**src/rtl/cpu_io_pkg.sv**
```systemverilog
// Shared mode encodings for the CPU IO stream bridge channels.
// A channel mode is 2 bits; the reserved code behaves as a register stage.
package cpu_io_pkg;

  localparam int CHAN_MODE_W = 2;

  localparam logic [CHAN_MODE_W-1:0] MODE_PASS = 2'b00;
  localparam logic [CHAN_MODE_W-1:0] MODE_REG  = 2'b01;
  localparam logic [CHAN_MODE_W-1:0] MODE_FIFO = 2'b10;
  localparam logic [CHAN_MODE_W-1:0] MODE_RSVD = 2'b11;

  // Folds the reserved encoding onto REG so datapath muxes see only three modes.
  function automatic logic [CHAN_MODE_W-1:0] active_mode(input logic [CHAN_MODE_W-1:0] m);
    return (m == MODE_RSVD) ? MODE_REG : m;
  endfunction

endpackage

```
**src/rtl/cpu_io_chan.sv**
```systemverilog
// One direction-agnostic stream channel: pass-through, 1-cycle register or
// first-word-fall-through FIFO, selected by a frame-configured mode.
module cpu_io_chan
  import cpu_io_pkg::*;
#(
  parameter int W     = 4,
  parameter int DEPTH = 4
) (
  input  logic                   clk,
  input  logic                   rst_n,
  input  logic [CHAN_MODE_W-1:0] cfg_mode,
  input  logic [W-1:0]           s_data,
  input  logic                   s_valid,
  output logic                   s_ready,
  output logic [W-1:0]           d_data,
  output logic                   d_valid,
  input  logic                   d_ready,
  output logic                   full
);

  localparam int PW = $clog2(DEPTH);
  localparam int CW = PW + 1;
  localparam logic [CW-1:0] FULL_CNT = CW'(DEPTH);

  logic [CHAN_MODE_W-1:0] mode_q;
  logic [CHAN_MODE_W-1:0] mode;
  logic                   flush;

  logic [W-1:0]  reg_data;
  logic          reg_valid;

  logic [W-1:0]  mem [DEPTH];
  logic [PW-1:0] wr_ptr;
  logic [PW-1:0] rd_ptr;
  logic [CW-1:0] count;

  logic fifo_on;
  logic fifo_full;
  logic fifo_empty;
  logic push;
  logic pop;

  // A config change costs one dead cycle in which the old mode's state is dropped.
  assign flush = (cfg_mode != mode_q);
  assign mode  = active_mode(mode_q);

  assign fifo_on    = rst_n && !flush && (mode == MODE_FIFO);
  assign fifo_full  = (count == FULL_CNT);
  assign fifo_empty = (count == '0);
  assign push       = fifo_on && s_valid && !fifo_full;
  assign pop        = fifo_on && !fifo_empty && d_ready;

  always_comb begin
    s_ready = 1'b0;
    d_data  = '0;
    d_valid = 1'b0;
    full    = 1'b0;
    if (rst_n && !flush) begin
      unique case (mode)
        MODE_PASS: begin
          d_data  = s_data;
          d_valid = s_valid;
          s_ready = d_ready;
        end
        MODE_FIFO: begin
          d_data  = mem[rd_ptr];
          d_valid = !fifo_empty;
          s_ready = !fifo_full;
          full    = fifo_full;
        end
        default: begin
          d_data  = reg_data;
          d_valid = reg_valid;
          s_ready = 1'b1;
        end
      endcase
    end
  end

  always_ff @(posedge clk or negedge rst_n) begin
    if (!rst_n) begin
      mode_q    <= MODE_PASS;
      reg_data  <= '0;
      reg_valid <= 1'b0;
      wr_ptr    <= '0;
      rd_ptr    <= '0;
      count     <= '0;
    end else if (flush) begin
      mode_q    <= cfg_mode;
      reg_valid <= 1'b0;
      wr_ptr    <= '0;
      rd_ptr    <= '0;
      count     <= '0;
    end else begin
      if (mode == MODE_REG) begin
        reg_data  <= s_data;
        reg_valid <= s_valid;
      end
      if (push) wr_ptr <= wr_ptr + 1'b1;
      if (pop)  rd_ptr <= rd_ptr + 1'b1;
      if (push && !pop)      count <= count + 1'b1;
      else if (pop && !push) count <= count - 1'b1;
    end
  end

  // Storage has no reset; stale entries are unreachable once the pointers are cleared.
  always_ff @(posedge clk) begin
    if (push) mem[wr_ptr] <= s_data;
  end

endmodule

```
**src/rtl/cpu_io_stream_bridge.sv**
```systemverilog
// CPU IO tile bridge: operand channels carry fabric->CPU, result channels CPU->fabric,
// each an independently configured cpu_io_chan.
module cpu_io_stream_bridge
  import cpu_io_pkg::*;
#(
  parameter  int NUM_OPS      = 2,
  parameter  int NUM_RES      = 3,
  parameter  int W            = 4,
  parameter  int DEPTH        = 4,
  localparam int NoConfigBits = 2 * (NUM_OPS + NUM_RES)
) (
  input  logic                       UserCLK,
  input  logic                       UserRSTn,
  input  logic [NoConfigBits-1:0]    ConfigBits,
  input  logic [NUM_OPS*W-1:0]       fab_op_data,
  input  logic [NUM_OPS-1:0]         fab_op_valid,
  output logic [NUM_OPS-1:0]         fab_op_ready,
  output logic [NUM_OPS*W-1:0]       cpu_op_data,
  output logic [NUM_OPS-1:0]         cpu_op_valid,
  input  logic [NUM_OPS-1:0]         cpu_op_ready,
  input  logic [NUM_RES*W-1:0]       cpu_res_data,
  input  logic [NUM_RES-1:0]         cpu_res_valid,
  output logic [NUM_RES-1:0]         cpu_res_ready,
  output logic [NUM_RES*W-1:0]       fab_res_data,
  output logic [NUM_RES-1:0]         fab_res_valid,
  input  logic [NUM_RES-1:0]         fab_res_ready,
  output logic [NUM_OPS+NUM_RES-1:0] chan_full
);

  for (genvar i = 0; i < NUM_OPS; i++) begin : g_op
    cpu_io_chan #(.W(W), .DEPTH(DEPTH)) u_chan (
      .clk      (UserCLK),
      .rst_n    (UserRSTn),
      .cfg_mode (ConfigBits[CHAN_MODE_W*i +: CHAN_MODE_W]),
      .s_data   (fab_op_data[i*W +: W]),
      .s_valid  (fab_op_valid[i]),
      .s_ready  (fab_op_ready[i]),
      .d_data   (cpu_op_data[i*W +: W]),
      .d_valid  (cpu_op_valid[i]),
      .d_ready  (cpu_op_ready[i]),
      .full     (chan_full[i])
    );
  end

  // Result channels take the config slots and full flags after the operands.
  for (genvar j = 0; j < NUM_RES; j++) begin : g_res
    cpu_io_chan #(.W(W), .DEPTH(DEPTH)) u_chan (
      .clk      (UserCLK),
      .rst_n    (UserRSTn),
      .cfg_mode (ConfigBits[CHAN_MODE_W*(NUM_OPS+j) +: CHAN_MODE_W]),
      .s_data   (cpu_res_data[j*W +: W]),
      .s_valid  (cpu_res_valid[j]),
      .s_ready  (cpu_res_ready[j]),
      .d_data   (fab_res_data[j*W +: W]),
      .d_valid  (fab_res_valid[j]),
      .d_ready  (fab_res_ready[j]),
      .full     (chan_full[NUM_OPS+j])
    );
  end

endmodule
```
**config.mk**
```make
export PLATFORM = sky130hd
export DESIGN_NAME = cpu_io_stream_bridge
export DESIGN_NICKNAME = d
export VERILOG_FILES = /design/src/rtl/cpu_io_pkg.sv /design/src/rtl/cpu_io_chan.sv /design/src/rtl/cpu_io_stream_bridge.sv
export SDC_FILE = /design/constraint.sdc
export NUM_CORES = 1
export LEC_CHECK = 0
export BUFFER_PORTS_ARGS = -buffer_cell sky130_fd_sc_hd__buf_2
export CAP_MARGIN = 30
export CORE_MARGIN = 2
export CORE_UTILIZATION = 40
export CTS_BUF_LIST = sky130_fd_sc_hd__clkbuf_4 sky130_fd_sc_hd__clkbuf_8 sky130_fd_sc_hd__clkbuf_16
export DETAILED_ROUTE_END_ITERATION = 7
export HOLD_SLACK_MARGIN = 0.06
export PLACE_DENSITY = 0.66
export SYNTH_ARGS = -nofsm -noshare
export SYNTH_HDL_FRONTEND = slang
export SYNTH_HIERARCHICAL = 1
export SYNTH_SLANG_ARGS = --single-unit
```
**constraint.sdc**
```tcl
create_clock -name UserCLK -period 2.2 [get_ports UserCLK]
set_input_delay 0.22 -clock UserCLK [delete_from_list [all_inputs] [get_ports UserCLK]]
set_output_delay 0.22 -clock UserCLK [all_outputs]
set_load 0.02 [all_outputs]
```
**After elaboration in Yosys (flattened, before gate mapping)**

Memories as Yosys holds them, arrays and structs flattened.
Index checks and enable logic that the tools add are counted.

- $add $sub $neg: 20
- Eq/ne operators: 25
- Multiplexer cells: 100
- Bitwise gates (word level): 5
- Reduce and logical (&&, ||, !) cells: 100

Operators by type and width:

| cell | number |
|---|---|
| $mux W2 | 25 |
| $mux W3 | 15 |
| $logic_and A1 B1 Y1 | 40 |
| $mux W1 | 40 |
| $pmux W4 S2 | 5 |
| $reduce_bool A2 Y1 | 15 |
| $logic_not A1 Y1 | 25 |
| $add A2 B1 Y2 const B | 10 |
| $eq A2 B2 Y1 const B | 10 |
| $mux W4 | 5 |
| $pmux W1 S2 | 10 |
| $add A3 B1 Y3 const B | 5 |
| $eq A3 B3 Y1 const B | 5 |
| $logic_not A3 Y1 | 5 |
| $reduce_bool A3 Y1 | 5 |
| $sub A3 B1 Y3 const B | 5 |
| $eq A2 B1 Y1 const B | 5 |
| $logic_not A2 Y1 | 5 |
| $ne A2 B2 Y1 | 5 |
| $reduce_and A2 Y1 | 5 |
| $not A1 Y1 | 5 |

- Register bits: 70
- RAM bits: 80
- Bits of input ports: 42
- Output and inout port bits: 35
- Word-level logic and storage cells: 285
- Memories: 5

Memory list:

| name | words | bits a word | rd ports | clocked after Yosys merged registers in | wr ports | RTL line | RTL |
|---|---|---|---|---|---|---|---|
| g_op[0].u_chan.mem | 4 | 4 | 1 | 0 | 1 | cpu_io_chan.sv:32 | `logic [W-1:0] mem [DEPTH];` |
| g_op[1].u_chan.mem | 4 | 4 | 1 | 0 | 1 | cpu_io_chan.sv:32 |  |
| g_res[0].u_chan.mem | 4 | 4 | 1 | 0 | 1 | cpu_io_chan.sv:32 |  |
| g_res[1].u_chan.mem | 4 | 4 | 1 | 0 | 1 | cpu_io_chan.sv:32 |  |
| g_res[2].u_chan.mem | 4 | 4 | 1 | 0 | 1 | cpu_io_chan.sv:32 |  |

**Logic depth before layout (Yosys ltp)**

Gate-level depths: netlist of the first run.

- Depth after elaboration: 11
- Gate-level depth with buffers: 9
- Gate-level depth less buffers: 8

**Hierarchy**

The synthesis of the first run kept the hierarchy.

Modules (own cells, without submodules):

| module | times used | cells each | area an instance (µm²) | seq. area each (µm²) |
|---|---|---|---|---|
| cpu_io_chan | 5 | 128 | 1,541.5 | 830.8 |

**Least setup slack after synthesis of the first run**

Ideal clock, no wire load.

- Path type: reg-to-reg
- Start: register g_op[0].u_chan.mode_q[0]
- End: register g_op[0].u_chan.count[1]
- Setup time: 0.079 ns
- Arrival: 2.174 ns
- Required time: 2.121 ns
- Slack: -0.053 ns
- Cell stages (with the launch flop): 9
- Path buffers: 1
- Period minus slack after synthesis: 2.253 ns
- Cell sequence: dfrtp_1 > clkbuf_8 > xor2_1 > nand3b_1 > nor2_1 > o21a_1 > fa_1 > or3_1 > mux2i_1

- Longest elaborated chain between the ends: 10
- Elaborated cells between the ends (all ways): 18
- Those cells by class: eq/ne (3); mux (3); reduce/logical (12)

Ends and longest elaborated chain:

| element | RTL line | RTL |
|---|---|---|
| from (decl) | cpu_io_chan.sv:25 | `logic [CHAN_MODE_W-1:0] mode_q;` |
| from (signal assigned) | cpu_io_chan.sv:89 | `mode_q <= cfg_mode;` |
| $eq A2 B2 Y1 or $ne A2 B2 Y1 (tied branches) | cpu_io_pkg.sv:14, cpu_io_chan.sv:44 |  |
| $mux W2 or $logic_not A1 Y1 (tied branches) | cpu_io_pkg.sv:14, cpu_io_chan.sv:47 |  |
| $eq A2 B2 Y1 or $logic_and A1 B1 Y1 (tied branches) | cpu_io_chan.sv:47 | `assign fifo_on = rst_n && !flush && (mode == MODE_FIFO);` |
| $logic_and A1 B1 Y1 | cpu_io_chan.sv:47 |  |
| $logic_and A1 B1 Y1 (2 in series) | cpu_io_chan.sv:51 | `assign pop = fifo_on && !fifo_empty && d_ready;` |
| $logic_not A1 Y1 | cpu_io_chan.sv:101 | `if (push && !pop) count <= count + 1'b1;` |
| $logic_and A1 B1 Y1 | cpu_io_chan.sv:101 |  |
| $mux W3 | cpu_io_chan.sv:101 |  |
| $mux W3 | cpu_io_chan.sv:88 | `end else if (flush) begin` |
| to (signal assigned) | cpu_io_chan.sv:101 |  |
| to (signal assigned) | cpu_io_chan.sv:102 | `else if (pop && !push) count <= count - 1'b1;` |
| to (decl) | cpu_io_chan.sv:35 | `logic [CW-1:0] count;` |

Parallel ways exist; a longest one is shown, timed or not.
A chain may end at the register's enable or synchronous reset.

**Worst setup path in the final report of the first run**

- Start: register g_op[1].u_chan.count[1]
- End: output fab_op_ready[1]

- Longest elaborated chain between the ends: 4

Ends and longest elaborated chain:

| element | RTL line | RTL |
|---|---|---|
| from (decl) | cpu_io_chan.sv:35 |  |
| from (signal assigned) | cpu_io_chan.sv:101 |  |
| from (signal assigned) | cpu_io_chan.sv:102 |  |
| $eq A3 B3 Y1 | cpu_io_chan.sv:48 | `assign fifo_full = (count == FULL_CNT);` |
| $logic_not A1 Y1 | cpu_io_chan.sv:68 | `s_ready = !fifo_full;` |
| $pmux W1 S2 | cpu_io_chan.sv:59 | `unique case (mode)` |
| $mux W1 | cpu_io_chan.sv:58 | `if (rst_n && !flush) begin` |
| to (decl) | cpu_io_stream_bridge.sv:17 | `output logic [NUM_OPS-1:0] fab_op_ready,` |

Every way passes these cells.

==> results of run 1 <==
[cell usage after synthesis, types with 10 or more instances]
cell,count,area [µm²]
sky130_fd_sc_hd__ha_1,20,250
sky130_fd_sc_hd__and2_1,20,125
sky130_fd_sc_hd__a211oi_1,10,75.1
sky130_fd_sc_hd__xor2_1,10,87.6
sky130_fd_sc_hd__edfxtp_1,80,2400
sky130_fd_sc_hd__inv_1,45,169
sky130_fd_sc_hd__mux4_2,20,450
sky130_fd_sc_hd__xnor2_1,20,175
sky130_fd_sc_hd__a21oi_1,30,150
sky130_fd_sc_hd__nand2_1,55,206
sky130_fd_sc_hd__buf_2,10,50.1
sky130_fd_sc_hd__mux2_2,20,225
sky130_fd_sc_hd__dfrtp_1,70,1750
sky130_fd_sc_hd__nand3b_1,10,75.1
sky130_fd_sc_hd__clkbuf_1,20,75.1
sky130_fd_sc_hd__nor2_1,50,188
sky130_fd_sc_hd__a221oi_1,20,175
sky130_fd_sc_hd__nand3_1,10,50.1
sky130_fd_sc_hd__mux2i_1,20,200
[per-layer routing]
| layer | routed length, µm | share of wire | global-route usage |
|---|---|---|---|
| met5 | 0 | 0 | 0 |
| met2 | 8520 | 0.52 | 0.288 |
| met4 | 283 | 0.017 | 0.0672 |
| met3 | 545 | 0.033 | 0.0275 |
| met1 | 7170 | 0.43 | 0.213 |
[flip-flops by register name (all words and copies together) (netlist names), 6 cells and up]
name	flops
g_res.u_chan/reg_data	12
g_op.u_chan/reg_data	8
g_res.u_chan/wr_ptr	6
g_res.u_chan/mode_q	6
g_res.u_chan/count	9
g_op.u_chan/count	6
g_res.u_chan/mem	48
g_res.u_chan/rd_ptr	6
g_op.u_chan/mem	32
[logic make-up (layout without fill, tap and decap cells)]
family | after synthesis | after routing
compound gates | 85 | 85
simple gates | 205 | 205
flops | 150 | 150
mux | 60 | 60
buf+inv | 85 | 227
xor+xnor | 30 | 30
fa+ha+maj | 25 | 25
[worst paths after layout]
check | start | end | slack [ns] | depth (start not counted)
max in group asynchronous | UserRSTn | g_res[2].u_chan/mode_q[0] | 1.37 | 3
worst min-delay path | cpu_res_data[3] | g_res[0].u_chan/mem[2][3] | 0.08 | 1
worst max register to register | g_op[1].u_chan/count[1] | g_op[1].u_chan/count[1] | 0.08 | 7
min in group asynchronous | UserRSTn | g_res[0].u_chan/reg_data[2] | 0.21 | 2
worst max-delay path | g_op[1].u_chan/count[1] | fab_op_ready[1] | 0.07 | 5
worst min register to register | g_res[2].u_chan/reg_data[0] | g_res[2].u_chan/reg_data[0] | 0.51 | 1
[power groups by stage]
stage | Clock, W | Sequential (W) | Combinational (W)
final | 0.00280 | 0.00314 | 0.000751
after global routing | 0.00300 | 0.00316 | 0.000829
after CTS | 0.00289 | 0.00314 | 0.000713
after detailed placement | 0 | 0.00319 | 0.000658
after global placement | 0 | 0.00319 | 0.000631
after floorplan | 0 | 0.00317 | 0.000419
[worst max-delay path, stage by stage, from the launching register on]
cell and delay, ns:
sky130_fd_sc_hd__dfrtp_1 0.42, sky130_fd_sc_hd__or3b_1 0.42, sky130_fd_sc_hd__buf_4 0.18, sky130_fd_sc_hd__a211oi_1 0.24, sky130_fd_sc_hd__nor2_1 0.07, sky130_fd_sc_hd__buf_2 0.16
[metrics by stage]
stage / total power, W / utilization
floorplan: 0.00359 / -
global placement: 0.00382 / 0.455
detailed placement: 0.00385 / 0.455
CTS: 0.00674 / 0.502
global route: 0.00698 / 0.513
finish: 0.00669 / 0.513
[timing repair]
item                       CTS  global route
pin swaps                    0             8
setup endpoints to repair    2            34
buffers inserted             0             6
hold endpoints to repair    92             0
hold buffers                27             0
resized for setup            7            31
[cell type report]
class / instances / area, µm² / area share
Clock buffer: 18 / 433 / 0.0448
Tap cell: 260 / 325 / 0.0337
Sequential cell: 150 / 4160 / 0.430
Inverter: 45 / 169 / 0.0175
Timing Repair Buffer: 150 / 1020 / 0.106
Clock inverter: 14 / 135 / 0.0140
Multi-Input combinational cell: 405 / 3420 / 0.354
==> impl_metrics.tcl, run 1 <==
set metrics [dict create \
    power_frac_seq 0.470 \
    max_freq_ghz 0.470 \
    comb_power_share 0.112 \
    finalHoldWorstSlack_ns 0.0766 \
    synthCells 640 \
    tritoncts.num_buffers 17 \
    grt_start_max_net_pins 28 \
    final.fill_count 1628 \
    synth_top_flop_cell "sky130_fd_sc_hd__edfxtp_1" \
    track_usage 0.168 \
    clkLatencyLatePin_ns 0.42 \
    power_switching_w 0.00162 \
    timing.max_cap.violations 0 \
    dieWidth_um 143 \
    initial_core_util 0.409 \
    period_minus_slack_ns 2.13 \
    intPower_w 0.00507 \
    vdd_ir_drop_max_uv 510 \
    synth-adder-area-share 0.0455 \
    worst_setup_hold_path_clk_slew_ns 0.06 \
    port-buffer-count 76 \
    initialDrtViolationCount 253 \
    clock_tree.root_cell "sky130_fd_sc_hd__clkbuf_16" \
    worst_slew_margin_rel 0.769 \
    grt_pass1_vias 5466 \
    worstPathMaxFanout 5 \
    dpl.cell_count 979 \
    synth_area_per_cell_um2 12.0 \
    pin_count 77 \
    post_drt_wl_per_cell_um 15.9 \
    most_frequent_standard_cell_in_the_layout_excluding_fill_and_tap_cells "sky130_fd_sc_hd__edfxtp_1" \
    area_delta_synth_final_pct 25.4 \
    ys_ff_latch 150 \
    startpoint_type "flop" \
    outcome "finished, final reports clean" \
    path_type_of_the_worst_setup_path "flop to output pin" \
    synth_cell_types 39 \
    number_of_enable_flip_flop_cells_after_synthesis 80 \
    async_flop_share 0.467 \
    post_synth_mux_area_share 0.114 \
    drc 0 \
    synth_xor_area_frac 0.0341 \
    clock_sinks 150 \
    insertedDiodeCount 0 \
    final_layout_size_suffix_gt1_frac 0.312 \
    floorplan_row_count 50 \
    detailedRoute.firstPassIterationCount 5 \
    vias_per_cell 5.14 \
    grt_pass1_wl_um 26900 \
    synth-seq-area-share 0.539 \
    placedInstanceArea_um2 8580 \
    cts_tree "done" \
    design.die.area_um2 20400 \
    grt_remaining_overflow 0 \
    die_h_um 143 \
    synth_fp_nets 707 \
    worst_slew_pin_slew_ns 0.345 \
    preCtsSetupSlack_ns 0.0586 \
    drtAntennaViolNets 0 \
    final_std_cell_area_no_fill_um2 9660 \
    mostFrequentLayoutCells "sky130_fd_sc_hd__edfxtp_1 (80), sky130_fd_sc_hd__buf_2 (71), sky130_fd_sc_hd__dfrtp_1 (66)" \
    worstSetupEndpointType "output pin" \
    synth-compound-area-share 0.0787 \
    final-instance-count-excl-fill 1042 \
    yosys.area_share.simple 0.140 \
    yosysWarningCount 6 \
    hold_path.class "input pin to flop" \
    cellLeakagePower_nw 3.84 \
    post-dp-hpwl_um 11700 \
    worstPathArrival_ns 1.91 \
    total_number_of_nets_in_the_final_design 836 \
    core_um2 18800 \
    detail_route.wirelength_um 16500 \
    min_period_over_period 0.967 \
    finalWorstSetupSlack_ns 0.0722 \
    rsz0062_at_grt "yes" \
    power_frac_clock 0.418 \
    slew_viol_final 0 \
    final-setup-viol-count 0 \
    fin_skew_ns 0.00868 \
    hold_violations 0 \
    pwr_density_cell_nw_per_um2 692 \
    vias 5353 \
    synth_top_family_by_area "simple AND/OR/NAND/NOR gates" \
    endpoint_required_time_on_the_critical_path_ns 1.98 \
    grt_antenna_before_repair 0 \
    htree_num_levels 4 \
    synth_area_um2 7710 \
    gpl.final_weighted_congestion 0.867 \
    timing.setup.tns_ns 0 \
    cts-root-to-sink-buffers 2 \
    switching_share 0.242 \
]
(Power assumes the default switching activity.)
==> run 2: changes to the inputs <==
--- a/config.mk
+++ b/config.mk
@@ -12,7 +12,8 @@
 export CTS_BUF_LIST = sky130_fd_sc_hd__clkbuf_4 sky130_fd_sc_hd__clkbuf_8 sky130_fd_sc_hd__clkbuf_16
 export DETAILED_ROUTE_END_ITERATION = 7
 export HOLD_SLACK_MARGIN = 0.06
-export PLACE_DENSITY = 0.66
+export PLACE_DENSITY = 0.64
+export REMOVE_ABC_BUFFERS = 1
 export SYNTH_ARGS = -nofsm -noshare
 export SYNTH_HDL_FRONTEND = slang
 export SYNTH_HIERARCHICAL = 1
==> constraint.sdc (replaced) <==
create_clock -name UserCLK -period 2.16 [get_ports UserCLK]
set_input_delay 0.216 -clock UserCLK [delete_from_list [all_inputs] [get_ports UserCLK]]
set_output_delay 0.216 -clock UserCLK [all_outputs]
set_load 0.02 [all_outputs]
==> run 2 against run 1 <==
Net effect:
- setup slack worse by 0.040 ns
- register-to-register slack worse by 0.02 ns
- critical path depth stayed put
- wire length is 1.5% higher
- global-route usage is 0.31 points lower
- count of clock-buffer cells in the layout is 1 lower
- combinational power is 8.1% higher
- sequential power is 2% higher
- total power is 5.2% higher
- via count is 2.9% higher
- clock skew is 0.00085 ns higher
- critical endpoint is now cpu_res_ready[1]
==> impl_metrics.tcl, run 2 (synthesis results as in run 1) <==
set metrics [dict create \
    slew_viol_final 0 \
    timing.hold.worst.start "cpu_res_valid[0]" \
    pwr_density_cell_nw_per_um2 704 \
    worstSetupEndpointType "output pin" \
    min_period_over_period 0.985 \
    gpl.final_weighted_congestion 0.897 \
    timing.hold.worst_path_depth 3 \
    worstReg2RegStart "g_res[1].u_chan/mode_q[0]" \
    track_usage 0.165 \
    cts_tree "done" \
    drc 0 \
    cts-root-to-sink-buffers 2 \
    final-setup-viol-count 0 \
    layout_top_registers "g_res.u_chan/mem (48), g_op.u_chan/mem (32), g_res.u_chan/reg_data (12)" \
    top_register "g_res.u_chan/mem" \
    most_frequent_standard_cell_in_the_layout_excluding_fill_and_tap_cells "sky130_fd_sc_hd__edfxtp_1" \
    max_stage_delay_ns 0.40 \
    ff2ff_path_depth 7 \
    whs_endpoint "g_res[0].u_chan/reg_valid" \
    endpoint_required_time_on_the_critical_path_ns 1.94 \
    worst_slew_pin_slew_ns 0.665 \
    max_freq_ghz 0.470 \
    clkLatencyLatePin_ns 0.43 \
    total_number_of_nets_in_the_final_design 869 \
    crit_slowest_cell "sky130_fd_sc_hd__or3b_1" \
    timing.critical_path.buf_inv 2 \
    initialDrtViolationCount 153 \
    pin_count 77 \
    final-instance-count-excl-fill 1075 \
    final_core_utilization 0.531 \
    worst_slew_margin_rel 0.557 \
    grt_antenna_before_repair 0 \
    detailedRoute.firstPassIterationCount 4 \
    grt_remaining_overflow 0 \
    dieWidth_um 143 \
    period_minus_slack_ns 2.13 \
    grt_pass1_vias 5605 \
    grt_pass1_wl_um 26600 \
    tritoncts.num_buffers 17 \
    dpl.cell_count 990 \
    cp_cell_sequence "or3b_1 > buf_4 > a211oi_1 > nor2_1 > buf_2" \
    worst_setup_hold_path_clk_slew_ns 0.06 \
    timing.critical_path.max_delay_family "simple AND/OR/NAND/NOR gates" \
    post-dp-hpwl_um 11900 \
    htree_num_levels 4 \
    startpoint_type "flop" \
    area_delta_synth_final_pct 29.6 \
    worstPathArrival_ns 1.91 \
    crit_start "g_res[1].u_chan/count[1]" \
    critical_path.reg2reg.endpoint "g_res[1].u_chan/count[1]" \
    hold_violations 0 \
    setup.reg_to_reg.worst_slack_ns 0.06 \
    largest_register_ff_count 48 \
    design.die.area_um2 20400 \
    insertedDiodeCount 0 \
    vdd_ir_drop_max_uv 481 \
    detail_route.wirelength_um 16800 \
    rsz0062_at_grt "yes" \
    hold_path.class "input pin to flop" \
    clock_sinks 150 \
    worstPathMaxFanout 5 \
    vias 5509 \
    final_layout_size_suffix_gt1_frac 0.352 \
    drtAntennaViolNets 0 \
    grt_start_max_net_pins 33 \
    port-buffer-count 76 \
    fin_skew_ns 0.00953 \
    finalHoldWorstSlack_ns 0.0818 \
    timing.max_cap.violations 0 \
    path_type_of_the_worst_setup_path "flop to output pin" \
    post_drt_wl_per_cell_um 15.6 \
    die_h_um 143 \
    vias_per_cell 5.12 \
    floorplan_row_count 50 \
    mostFrequentLayoutCells "sky130_fd_sc_hd__edfxtp_1 (80), sky130_fd_sc_hd__buf_4 (75), sky130_fd_sc_hd__buf_2 (70)" \
    cellLeakagePower_nw 4.04 \
    outcome "finished, final reports clean" \
    clock_tree.root_cell "sky130_fd_sc_hd__clkbuf_16" \
    initial_core_util 0.409 \
    core_um2 18800 \
]
[run 2: worst reg2reg max path, cell delays in order, from the launching register on]
cell,delay [ns]
sky130_fd_sc_hd__dfrtp_1,0.40
sky130_fd_sc_hd__xor2_1,0.18
sky130_fd_sc_hd__nand3b_1,0.21
sky130_fd_sc_hd__nor2_2,0.13
sky130_fd_sc_hd__o21a_1,0.15
sky130_fd_sc_hd__fa_2,0.42
sky130_fd_sc_hd__or3_1,0.38
sky130_fd_sc_hd__mux2i_1,0.15
[run 2: how the worst max path moves through the flow]
stage,to,slack (ns),depth (start not counted)
floorplan,g_op[0].u_chan/count[1],-0.17,7
global placement,g_res[0].u_chan/count[1],0.09,7
detailed placement,g_op[1].u_chan/count[1],-0.02,7
CTS,cpu_op_data[1],0.009,5
global route,g_op[1].u_chan/count[1],-0.08,7
finish,cpu_res_ready[1],0.03,5
[run 2: stage by stage]
| step | worst slack, ns | total power, W | setup TNS [ns] | cell area [µm²] |
|---|---|---|---|---|
| 6_report | 0.0322 | 0.00704 | 0 | 9990 |
| 3_3_place_gp | 0.0914 | 0.00390 | 0 | 8610 |
| 4_1_cts | 0.00923 | 0.00705 | 0 | 9650 |
| 5_1_grt | -0.0801 | 0.00730 | -0.377 | 9990 |
| 2_1_floorplan | -0.173 | 0.00362 | -1.49 | 7490 |
| 3_5_place_dp | -0.0194 | 0.00394 | -0.0331 | 8610 |
[run 2: metal layers]
metal,GRT usage,vias up,part of all wire
met5,0,-,0
met4,0.0625,0,0.018
met3,0.0366,25,0.033
met2,0.293,124,0.52
met1,0.196,2756,0.43
li1,-,2604,-
[run 2: layout make-up]
cell class / count / area [µm²]
Clock buffer: 17 / 425
Clock inverter: 15 / 183
Fill cell: 1589 / 8840
Inverter: 45 / 169
Multi-Input combinational cell: 405 / 3420
Sequential cell: 150 / 4170
Tap cell: 260 / 325
Timing Repair Buffer: 183 / 1300
[run 2: repair_timing]
| action | in CTS | in global routing |
|---|---|---|
| hold endpoints to repair | 119 | 0 |
| endpoints found under the setup margin | 9 | 33 |
| hold buffers | 36 | 0 |
| pin swaps | 2 | 14 |
| buffers inserted | 7 | 12 |
| resized for setup | 7 | 63 |
[run 2: report_power, final]
part           internal, W  switching, W  leakage, nW  total (W)
sequential         0.00313     0.0000652         1.62    0.00320
combinational     0.000372      0.000440         2.13   0.000812
clock              0.00176       0.00128        0.301    0.00303
total              0.00526       0.00178         4.04    0.00704
==> run 3: changes to the inputs <==
--- a/config.mk
+++ b/config.mk
@@ -13,6 +13,7 @@
 export DETAILED_ROUTE_END_ITERATION = 7
 export HOLD_SLACK_MARGIN = 0.06
 export PLACE_DENSITY = 0.64
+export RECOVER_POWER = 25
 export REMOVE_ABC_BUFFERS = 1
 export SYNTH_ARGS = -nofsm -noshare
 export SYNTH_HDL_FRONTEND = slang
==> run 3 against run 2 <==
Net effect:
- sequential power barely moved
- clock power barely moved
- hold slack barely moved
- critical path depth did not move
- final cell count did not move
- register-to-register slack barely moved
- final area barely moved
- critical path type unchanged
- critical endpoint unchanged
==> impl_metrics.tcl, run 3 (synthesis results as in run 1) <==
set metrics [dict create \
    vdd_ir_drop_max_uv 481 \
    top_register "g_res.u_chan/mem" \
    vias 5509 \
    final_layout_size_suffix_gt1_frac 0.347 \
    grt_antenna_before_repair 0 \
    clock_sinks 150 \
    max_freq_ghz 0.470 \
    endpoint_required_time_on_the_critical_path_ns 1.94 \
    initialDrtViolationCount 153 \
    largest_register_ff_count 48 \
    gpl.final_weighted_congestion 0.897 \
    final-instance-count-excl-fill 1075 \
    power_switching_w 0.00178 \
    rsz0062_at_grt "yes" \
    final-setup-viol-count 0 \
    startpoint_type "flop" \
    insertedDiodeCount 0 \
    tritoncts.num_buffers 17 \
    slew_viol_final 0 \
    power_frac_clock 0.431 \
    intPower_w 0.00526 \
    timing.hold.worst_path_depth 3 \
    core_um2 18800 \
    grt_pass1_vias 5605 \
    cellLeakagePower_nw 4.02 \
    most_frequent_standard_cell_in_the_layout_excluding_fill_and_tap_cells "sky130_fd_sc_hd__edfxtp_1" \
    layout_top_registers "g_res.u_chan/mem (48), g_op.u_chan/mem (32), g_res.u_chan/reg_data (12)" \
    dpl.cell_count 990 \
    pwr_density_cell_nw_per_um2 705 \
    timing.max_cap.violations 0 \
    grt_start_max_net_pins 33 \
    die_h_um 143 \
    port-buffer-count 76 \
    detailedRoute.firstPassIterationCount 4 \
    min_period_over_period 0.985 \
    detail_route.wirelength_um 16800 \
    total_number_of_nets_in_the_final_design 869 \
    drtAntennaViolNets 0 \
    post_drt_wl_per_cell_um 15.6 \
    outcome "finished, final reports clean" \
    clkLatencyLatePin_ns 0.43 \
    floorplan_row_count 50 \
    worstSetupEndpointType "output pin" \
    htree_num_levels 4 \
    pin_count 77 \
    period_minus_slack_ns 2.13 \
    comb_power_share 0.115 \
    hold_violations 0 \
    worst_slew_margin_rel 0.558 \
    finalPower_w 0.00704 \
    grt_remaining_overflow 0 \
    hold_path.class "input pin to flop" \
    switching_share 0.253 \
    vias_per_cell 5.12 \
    area_delta_synth_final_pct 29.5 \
    post-dp-hpwl_um 11900 \
    initial_core_util 0.409 \
    path_type_of_the_worst_setup_path "flop to output pin" \
    power_frac_seq 0.454 \
    worstPathArrival_ns 1.91 \
    clock_tree.root_cell "sky130_fd_sc_hd__clkbuf_16" \
    worst_setup_hold_path_clk_slew_ns 0.06 \
    dieWidth_um 143 \
    track_usage 0.165 \
    worst_slew_pin_slew_ns 0.663 \
    design.die.area_um2 20400 \
    mostFrequentLayoutCells "sky130_fd_sc_hd__edfxtp_1 (80), sky130_fd_sc_hd__buf_4 (75), sky130_fd_sc_hd__buf_2 (66)" \
    drc 0 \
    finalHoldWorstSlack_ns 0.0818 \
    ff2ff_path_depth 7 \
    cts-root-to-sink-buffers 2 \
    cts_tree "done" \
    worstPathMaxFanout 5 \
    grt_pass1_wl_um 26600 \
    fin_skew_ns 0.00953 \
]
==> run 3: power groups by stage <==
stage | Clock, W | Combinational (W) | Sequential [W]
6_report | 0.00303 | 0.000811 | 0.00320
5_1_grt | 0.00320 | 0.000890 | 0.00321
4_1_cts | 0.00310 | 0.000755 | 0.00319
3_5_place_dp | 0 | 0.000685 | 0.00325
3_3_place_gp | 0 | 0.000657 | 0.00325
2_1_floorplan | 0 | 0.000370 | 0.00325
==> run 3: worst paths after layout <==
path,from,endpoint,slack (ns)
hold / removal,cpu_res_valid[0],g_res[0].u_chan/reg_valid,0.08
max in group asynchronous,UserRSTn,g_res[0].u_chan/rd_ptr[0],1.25
setup reg to reg,g_res[1].u_chan/mode_q[0],g_res[1].u_chan/count[1],0.05
min in group asynchronous,UserRSTn,g_res[2].u_chan/reg_data[0],0.14
setup / recovery,g_res[1].u_chan/count[1],cpu_res_ready[1],0.03
hold reg to reg,g_res[2].u_chan/reg_data[3],g_res[2].u_chan/reg_data[3],0.51
==> run 3: stage by stage <==
stage,setup TNS [ns],area [µm²],worst slack [ns],utilization
after detailed placement,-0.0331,8610,-0.0194,0.457
after global placement,0,8610,0.0914,0.457
after CTS,0,9650,0.00923,0.513
after floorplan,-1.49,7490,-0.173,-
after global routing,-0.507,9980,-0.0806,0.530
final,0,9980,0.0323,0.530
==> run 3: per-layer routing <==
metal  routed length, µm  share of wire  vias to the layer above  global-route usage
met5                   0              0                        -                   0
met2                8680           0.52                      121               0.293
met4                 296          0.018                        0              0.0625
met3                 551          0.033                       25              0.0366
li1                    -              -                     2604                   -
met1                7230           0.43                     2759               0.196
==> run 3: area by class of cell <==
| class | count | area, µm² |
|---|---|---|
| Clock buffer | 17 | 425 |
| Clock inverter | 15 | 183 |
| Fill cell | 1594 | 8850 |
| Inverter | 45 | 169 |
| Multi-Input combinational cell | 405 | 3420 |
| Sequential cell | 150 | 4170 |
| Tap cell | 260 | 325 |
| Timing Repair Buffer | 183 | 1290 |
==> run 3: repair_timing <==
item	in CTS	in global routing
pin swaps	2	14
hold buffers	36	0
gates resized for setup	7	63
endpoints found under the hold margin	119	0
cloned	0	0
buffers inserted	7	12
setup endpoints to repair	9	33
==> run 3: critical path: stages, from the launching register on <==
cell,delay [ns]
sky130_fd_sc_hd__dfrtp_1,0.39
sky130_fd_sc_hd__or3b_1,0.40
sky130_fd_sc_hd__buf_4,0.17
sky130_fd_sc_hd__a211oi_1,0.29
sky130_fd_sc_hd__nor2_1,0.07
sky130_fd_sc_hd__buf_2,0.16
